<file path="config.mk">
export PLATFORM = sky130hd
export DESIGN_NAME = addr_seq_flat
export DESIGN_NICKNAME = d
export VERILOG_FILES = /design/src/rtl/addr_seq_if.sv /design/src/rtl/addr_seq.sv /design/src/flat_wrapper.sv
export SDC_FILE = /design/constraint.sdc
export NUM_CORES = 1
export LEC_CHECK = 0
export ABC_AREA = 1
export CAP_MARGIN = 10
export CORE_AREA = 2 2 46 48
export DETAILED_ROUTE_END_ITERATION = 8
export DIE_AREA = 0 0 48 50
export MAX_ROUTING_LAYER = met4
export PLACE_DENSITY = 0.84
export SLEW_MARGIN = 20
export SYNTH_ARGS = -nofsm -noshare
export SYNTH_HDL_FRONTEND = slang
export SYNTH_SLANG_ARGS = --single-unit
</file>
<file path="constraint.sdc">
create_clock -name CLK -period 1.6 [get_ports CLK]
set_input_delay 0.4 -clock CLK [delete_from_list [all_inputs] [get_ports CLK]]
set_output_delay 0.4 -clock CLK [all_outputs]
set_load 0.02 [all_outputs]
</file>
<file path="src/rtl/addr_seq_if.sv">
// Control/handshake bundle between the instruction decoder, the address
// generator and the addressing-mode sequencer.
interface addr_seq_if;
   logic       EN;
   logic       START;
   logic [2:0] MODE;
   logic       DL_ZERO;
   logic       X16;
   logic       E6502;
   logic       TAKEN;
   logic       AAL_CARRY;
   logic       JUMP_NOOFL;
   logic [7:0] ADDR_CTRL;
   logic [1:0] IND_CTRL;
   logic [2:0] LOAD_PC;
   logic [1:0] ADDR_SEL;
   logic       BUSY;
   logic       DONE;

   modport master (
      output EN, START, MODE, DL_ZERO, X16, E6502, TAKEN, AAL_CARRY, JUMP_NOOFL,
      input  ADDR_CTRL, IND_CTRL, LOAD_PC, ADDR_SEL, BUSY, DONE
   );

   modport slave (
      input  EN, START, MODE, DL_ZERO, X16, E6502, TAKEN, AAL_CARRY, JUMP_NOOFL,
      output ADDR_CTRL, IND_CTRL, LOAD_PC, ADDR_SEL, BUSY, DONE
   );
endinterface

</file>
<file path="src/rtl/addr_seq.sv">
// 65C816 addressing-mode sequencer: steps the address generator through one
// addressing mode per instruction, inserting conditional penalty cycles.
module addr_seq (
   input  logic        CLK,
   input  logic        RST,
   addr_seq_if.slave   bus
);

   typedef enum logic [2:0] {IDLE, S1, S2, S3, S4} state_t;
   typedef enum logic [2:0] {
      M_IMM, M_DP, M_DPX, M_ABS, M_ABSX, M_ABSY, M_LONG, M_REL
   } mode_t;

   state_t state, next_state;
   mode_t  mode_q;
   logic   dl_zero_q, x16_q, e6502_q, taken_q;

   logic [2:0] aal, aah, load_pc;
   logic [1:0] abs_sel, ind, addr_sel;
   logic       last;

   // NOTE: sequential state uses non-blocking assignments so every register
   // samples pre-edge values regardless of process ordering.
   always_ff @(posedge CLK or posedge RST) begin
      if (RST) begin
         state <= IDLE;
      end else if (bus.EN) begin
         state <= next_state;
      end
   end

   // Mode and flags are captured only when a sequence is accepted.
   always_ff @(posedge CLK or posedge RST) begin
      if (RST) begin
         mode_q    <= M_IMM;
         dl_zero_q <= 1'b0;
         x16_q     <= 1'b0;
         e6502_q   <= 1'b0;
         taken_q   <= 1'b0;
      end else if (bus.EN && state == IDLE && bus.START) begin
         mode_q    <= mode_t'(bus.MODE);
         dl_zero_q <= bus.DL_ZERO;
         x16_q     <= bus.X16;
         e6502_q   <= bus.E6502;
         taken_q   <= bus.TAKEN;
      end
   end

   // NOTE: every output of this block gets a default first, so no path can
   // leave a signal unassigned and infer a latch.
   always_comb begin
      aal        = 3'b111;
      aah        = 3'b111;
      abs_sel    = 2'b00;
      ind        = 2'b00;
      load_pc    = 3'b000;
      addr_sel   = 2'b00;
      last       = 1'b0;
      next_state = state;

      unique case (state)
         IDLE: begin
            if (bus.START) next_state = S1;
         end

         S1: begin
            next_state = S2;
            case (mode_q)
               M_IMM: begin
                  load_pc = 3'b001;
                  last    = 1'b1;
               end
               M_DP, M_DPX: begin
                  aal     = 3'b101;
                  aah     = 3'b101;
                  load_pc = 3'b001;
                  last    = (mode_q == M_DP) && dl_zero_q;
                  // Direct page aligned: the extra D-add cycle is skipped.
                  if (dl_zero_q) next_state = S3;
               end
               M_REL: begin
                  load_pc = 3'b001;
                  last    = !taken_q;
               end
               default: begin
                  aal     = 3'b010;
                  load_pc = 3'b001;
               end
            endcase
         end

         S2: begin
            next_state = S3;
            case (mode_q)
               M_DPX: ;
               M_ABS, M_ABSX, M_ABSY: begin
                  aah     = 3'b010;
                  abs_sel = 2'b11;
                  load_pc = 3'b001;
                  last    = (mode_q == M_ABS);
               end
               M_LONG: begin
                  aah     = 3'b010;
                  load_pc = 3'b001;
               end
               M_REL: begin
                  load_pc = 3'b100;
                  // Emulation-mode page cross on a taken branch costs a cycle.
                  last    = !(e6502_q && !bus.JUMP_NOOFL);
               end
               default: last = 1'b1;
            endcase
         end

         S3: begin
            next_state = S4;
            case (mode_q)
               M_DPX: begin
                  aal      = 3'b100;
                  aah      = 3'b100;
                  addr_sel = 2'b01;
                  last     = 1'b1;
               end
               M_ABSX, M_ABSY: begin
                  aal  = 3'b001;
                  ind  = (mode_q == M_ABSY) ? 2'b01 : 2'b00;
                  last = !(bus.AAL_CARRY || x16_q);
               end
               M_LONG: begin
                  abs_sel = 2'b01;
                  load_pc = 3'b001;
                  last    = 1'b1;
               end
               default: last = 1'b1;
            endcase
         end

         S4: begin
            aah  = 3'b001;
            ind  = (mode_q == M_ABSY) ? 2'b01 : 2'b00;
            last = 1'b1;
         end

         default: next_state = IDLE;
      endcase

      if (last) next_state = IDLE;
   end

   assign bus.ADDR_CTRL = {aal, aah, abs_sel};
   assign bus.IND_CTRL  = ind;
   assign bus.LOAD_PC   = load_pc;
   assign bus.ADDR_SEL  = addr_sel;
   assign bus.BUSY      = (state != IDLE);
   assign bus.DONE      = (state != IDLE) && last;

endmodule
</file>
<file path="src/flat_wrapper.sv">
// flat-port wrapper written by rule: the top's interface ports become plain ports
module addr_seq_flat 
  (CLK, RST, bus_EN, bus_START, bus_MODE, bus_DL_ZERO, bus_X16, bus_E6502, bus_TAKEN, bus_AAL_CARRY, bus_JUMP_NOOFL, bus_ADDR_CTRL, bus_IND_CTRL, bus_LOAD_PC, bus_ADDR_SEL, bus_BUSY, bus_DONE);
  addr_seq_if bus_i ();
  input  logic CLK;
  input  logic RST;
  input wire logic [$bits(bus_i.EN)-1:0] bus_EN;
  input wire logic [$bits(bus_i.START)-1:0] bus_START;
  input wire logic [$bits(bus_i.MODE)-1:0] bus_MODE;
  input wire logic [$bits(bus_i.DL_ZERO)-1:0] bus_DL_ZERO;
  input wire logic [$bits(bus_i.X16)-1:0] bus_X16;
  input wire logic [$bits(bus_i.E6502)-1:0] bus_E6502;
  input wire logic [$bits(bus_i.TAKEN)-1:0] bus_TAKEN;
  input wire logic [$bits(bus_i.AAL_CARRY)-1:0] bus_AAL_CARRY;
  input wire logic [$bits(bus_i.JUMP_NOOFL)-1:0] bus_JUMP_NOOFL;
  output wire logic [$bits(bus_i.ADDR_CTRL)-1:0] bus_ADDR_CTRL;
  output wire logic [$bits(bus_i.IND_CTRL)-1:0] bus_IND_CTRL;
  output wire logic [$bits(bus_i.LOAD_PC)-1:0] bus_LOAD_PC;
  output wire logic [$bits(bus_i.ADDR_SEL)-1:0] bus_ADDR_SEL;
  output wire logic [$bits(bus_i.BUSY)-1:0] bus_BUSY;
  output wire logic [$bits(bus_i.DONE)-1:0] bus_DONE;
  assign bus_i.EN = bus_EN;
  assign bus_i.START = bus_START;
  assign bus_i.MODE = bus_MODE;
  assign bus_i.DL_ZERO = bus_DL_ZERO;
  assign bus_i.X16 = bus_X16;
  assign bus_i.E6502 = bus_E6502;
  assign bus_i.TAKEN = bus_TAKEN;
  assign bus_i.AAL_CARRY = bus_AAL_CARRY;
  assign bus_i.JUMP_NOOFL = bus_JUMP_NOOFL;
  assign bus_ADDR_CTRL = bus_i.ADDR_CTRL;
  assign bus_IND_CTRL = bus_i.IND_CTRL;
  assign bus_LOAD_PC = bus_i.LOAD_PC;
  assign bus_ADDR_SEL = bus_i.ADDR_SEL;
  assign bus_BUSY = bus_i.BUSY;
  assign bus_DONE = bus_i.DONE;
  addr_seq u_core (.CLK(CLK), .RST(RST), .bus(bus_i));
endmodule
</file>
Yosys cells after proc, flatten, opt, wreduce, memory -nomap -nowiden

Cells that the tools add are included.

Logic and storage cells: 66
Output and inout port bits: 17
Register bits after elaboration: 10
Input port bits: 13

Equality and inequality tests: 13
Reductions and logical operators: 20
Muxes and demuxes: 27

Operators by type and width:

| cell                 | count |
|---|---|
| $pmux W3 S2          | 4 |
| $eq A3 B3 Y1 const B | 5 |
| $pmux W3 S5          | 1 |
| $eq A3 B2 Y1 const B | 4 |
| $mux W3              | 4 |
| $pmux W3 S4          | 1 |
| $mux W2              | 5 |
| $pmux W3 S3          | 1 |
| $pmux W2 S2          | 2 |
| $reduce_or A2 Y1     | 4 |
| $eq A3 B1 Y1 const B | 2 |
| $logic_not A3 Y1     | 2 |
| $mux W1              | 6 |
| $pmux W1 S3          | 2 |
| $logic_and A1 B1 Y1  | 5 |
| $logic_not A1 Y1     | 4 |
| $pmux W1 S4          | 1 |
| $reduce_or A4 Y1     | 1 |
| $ne A3 B2 Y1 const B | 1 |
| $reduce_and A3 Y1    | 1 |
| $reduce_bool A3 Y1   | 1 |
| $reduce_or A3 Y1     | 1 |
| $ne A2 B1 Y1 const B | 1 |
| $logic_or A1 B1 Y1   | 1 |

Longest topological paths before layout

Depth after elaboration: 7
Mapped depth: 10
Depth with buffers taken out: 9

Least setup slack after synthesis

No wires, ideal clock.

Path kind: register -> output
From: reg u_core.state[0]
To: out bus_ADDR_CTRL[0]
Path slack: -105 ps
Arrival time: 1305 ps
Cell stages (with the launch flop): 6
Required time: 1200 ps
Cells stage by stage: dfrtp_1 > nor2_1 > nand2_1 > a21oi_1 > inv_1 > nand2_1

Longest elaborated chain between the ends: 2

Ends and longest elaborated chain:

| item                   | RTL line           | text |
|---|---|---|
| from (decl)            | addr_seq.sv:14     | `state_t state, next_state;` |
| from (signal assigned) | addr_seq.sv:28     | `state <= next_state;` |
| $eq A3 B2 Y1           | addr_seq.sv:61     | `unique case (state)` |
| $pmux W2 S2 *          | addr_seq.sv:61     |  |
| to (decl)              | flat_wrapper.sv:16 | `output wire logic [$bits(bus_i.ADDR_CTRL)-1:0] bus_ADDR_CTRL;` |

Every way passes the cells marked *; elsewhere a longest branch is shown, timed or not.

Worst setup path after layout

From: reg u_core.mode_q[1]
To: out bus_DONE

Longest elaborated chain between the ends: 5

Ends and longest elaborated chain:

| item                                           | RTL line                        | text |
|---|---|---|
| from (decl)                                    | addr_seq.sv:15                  | `mode_t mode_q;` |
| from (signal assigned)                         | addr_seq.sv:41                  | `mode_q <= mode_t'(bus.MODE);` |
| $eq A3 B3 Y1, or another cell as far along     | addr_seq.sv:94, addr_seq.sv:117 |  |
| $reduce_or A3 Y1, or another cell as far along | n/a                             |  |
| $pmux W1 S3, or another cell as far along      | addr_seq.sv:94                  | `case (mode_q)` |
| $pmux W1 S4 *                                  | addr_seq.sv:61                  |  |
| $logic_and A1 B1 Y1 *                          | addr_seq.sv:155                 | `assign bus.DONE = (state != IDLE) && last;` |
| to (decl)                                      | flat_wrapper.sv:21              | `output wire logic [$bits(bus_i.DONE)-1:0] bus_DONE;` |

Marked as above.

==> reports/summary.txt <==
Outcome = finished with violations
Failing checks = setup timing
Final Skew = 0.00315 ns
#FFs+latches synth = 10
CP Launch Type = register
Worst hold margin = 0.413 ns
Mapped Area = 724 um2
Num CTS Buffers = 3
Synth Instances = 105
Synthesized area per cell = 6.90 um2
Fraction of layout cells with a size suffix above 1 = 54.7%
Worst-path fanout max = 7
Post-place setup slack = -0.617 ns
F_max = 490 MHz
RSZ-0062 raised after global routing = true
CTS tree = done
Slew Viols, Final = 0
Sw power = 1.58 mW
Later-pin clock latency in the skew report = 0.26 ns
Routed vias = 1036
Die width = 48 um
Total Power = 3.31 mW
First drt pass iteration count = 5
Final period util = 128%
Hold buffers post-CTS = 0
CP endpoint kind = primary output
Clk root buf = clkbuf_4
Crit-path most repeated cell = nand2_1
Initial DRC count = 42
Die area = 2400 um2
Number of fill cells = 110
Power per cell area = 2310 nW/um2
Largest net degree at the start of global routing = 11
CP Cell Sequence = buf_4 > nand2_1 > nand2_1 > nor2_1 > nand2_1 > nand2_1 > nor2_2 > inv_1 > buf_6
H-tree levels = 1
Yosys cell types = 21
Clock power share = 6.6%
Nets = 184
Reg power frac = 16.9%
DRT Wirelength = 3.00 mm
Comb pwr share = 76.5%
CTS Sinks = 10
Core area = 1900 um2
Crit path required time = 1.20 ns
Sequential share of the synthesized area = 34.5%
IO Port Bufs = 26
GPL Wtd Cong = 0.907
Routed wl met2 = 1.62 mm
Critical Path Slowest Stage Cell = dfrtp_2
Starting Density = 38.1%
Vias per inst = 5.26
Row count = 16
TNS Setup = -3.90 ns
Clk slew on worst S/H paths = 0.06 ns
Final setup violation count = 17
Worst reg-to-reg setup slack = -0.09 ns
Vias in the first global route = 926
Total track usage = 23.8%
CP Class = reg2out
Gr ovfl total = 0
Post-DRT Antenna Nets = 0
Top Layer Used = met4
Synth async-reset ratio = 100%
CTS max path bufs = 2
P&R area growth vs syn = 97.9%
Internal = 1.74 mW
Routed wire length per instance = 15.2 um
Initial antenna violation count = 0
Main synth FF type = dfrtp_1
Met3 WL = 178 um
Critical path arrival = 1.64 ns
Peak VDD IR = 1.14 mV
Hold crit path type = in2async
Yosys warnings = 0
Met1 wire length = 1.11 mm
# diodes = 0
Residual DRC = 0
Leakage power = 0.736 nW
Sw frac = 47.6%
Post-DP HPWL = 1.66 mm
First-pass GRT wire length = 4.01 mm
Chip height = 50 um
Maxcap violations = 0
Top Ports = 30
Final Hold Fails = 0
Slowest stage delay, CP = 0.46 ns
Period minus WS final = 2.04 ns
Final WS setup = -0.441 ns
Post-synth EDFFs = 0
[metrics by stage]
stage / util, % / area (um2) / instances
final: 75.4 / 1430 / 197
after global routing: 75.4 / 1430 / 197
after CTS: 70.7 / 1350 / 192
after detailed placement: 62.0 / 1180 / 180
after global placement: 62.0 / 1180 / 180
after floorplan: - / 736 / 107
[power by group through the flow]
stage / combinational, mW / sequential (mW) / clock, mW
2_1_floorplan: 1.00 / 0.457 / 0
3_3_place_gp: 1.89 / 0.492 / 0
3_5_place_dp: 1.93 / 0.497 / 0
4_1_cts: 2.20 / 0.521 / 0.231
5_1_grt: 2.68 / 0.561 / 0.247
6_report: 2.54 / 0.559 / 0.219
[state kept, by name (all words and copies together), names as in the netlist]
name	cells
u_core.dl_zero_q	1
u_core.e6502_q	1
u_core.mode_q	3
u_core.state	3
u_core.taken_q	1
u_core.x16_q	1
[worst max-delay path, delay by kind of cell (launching register included)]
kind	cells	cell delay, ns
AND/OR/NAND/NOR	6	0.58
flip-flops	1	0.46
buffers and inverters	3	0.34
[final cells by class]
class	count	area, um2	area share (%)
Timing Repair Buffer	64	549	38.3
Clock buffer	4	36.3	2.53
Multi-Input combinational cell	78	500	34.9
Sequential cell	10	256	17.9
Tap cell	27	33.8	2.36
Inverter	14	57.6	4.01
[Yosys cell counts (3+ instances only)]
library cell	instances	area share, %
a21oi_1	6	4.1
buf_4	3	3.1
dfrtp_1	10	35
inv_1	12	6.2
nand2_1	26	13
nand3_1	12	8.3
nand4_1	6	5.2
nor2_1	10	5.2
nor2_2	3	2.6
o211ai_1	3	3.1
[final timing paths]
check	startpoint	end	depth (start not counted)
worst max-delay path	u_core.mode_q[1]	bus_DONE	9
worst min-delay path	RST	u_core.e6502_q	2
min in group CLK	u_core.x16_q	u_core.x16_q	1
max in group asynchronous	RST	u_core.mode_q[0]	2
worst max register to register	u_core.mode_q[1]	u_core.state[2]	11
worst min register to register	u_core.x16_q	u_core.x16_q	1
[repair_timing]
item                       in CTS  in global routing
buffers inserted                8                  5
cloned                          0                  0
pin swaps                       9                  2
setup endpoints to repair      14                 17
gates resized for setup       103                 17
[cells in the final DEF, fill, tap and decap left out, types with 2 or more instances in the layout]
| cell | n |
|---|---|
| nor2_1 | 9 |
| buf_4 | 40 |
| nand3_1 | 7 |
| inv_1 | 7 |
| o21ai_2 | 2 |
| nand4_1 | 6 |
| nand2_4 | 3 |
| inv_2 | 5 |
| clkbuf_4 | 3 |
| dfrtp_2 | 5 |
| nand3_2 | 3 |
| nor2_2 | 3 |
| conb_1 | 3 |
| inv_4 | 2 |
| a21oi_1 | 4 |
| dfrtp_1 | 5 |
| nand2_1 | 18 |
| clkdlybuf4s50_1 | 12 |
| mux2_4 | 2 |
| nand3_4 | 2 |
| o211ai_1 | 3 |
| buf_6 | 11 |
| nand2_2 | 5 |
[cell families after synthesis]
group / after synthesis / share of synthesized area, %
and+or+nand+nor: 60 / 37.3
buffers and inverters: 19 / 12.6
AOI/OAI and AO/OA: 12 / 9.33
DFF: 10 / 34.5
muxes: 3 / 5.70
other: 1 / 0.518
[per-layer routing]
| layer | vias to the layer above | global-route usage, % |
|---|---|---|
| met4 | 0 | 13.5 |
| met5 | - | - |
| met1 | 489 | 26.7 |
| met2 | 63 | 39.1 |
| li1 | 472 | - |
| met3 | 12 | 2.56 |
No activity file was read; power rests on OpenSTA's default activity.
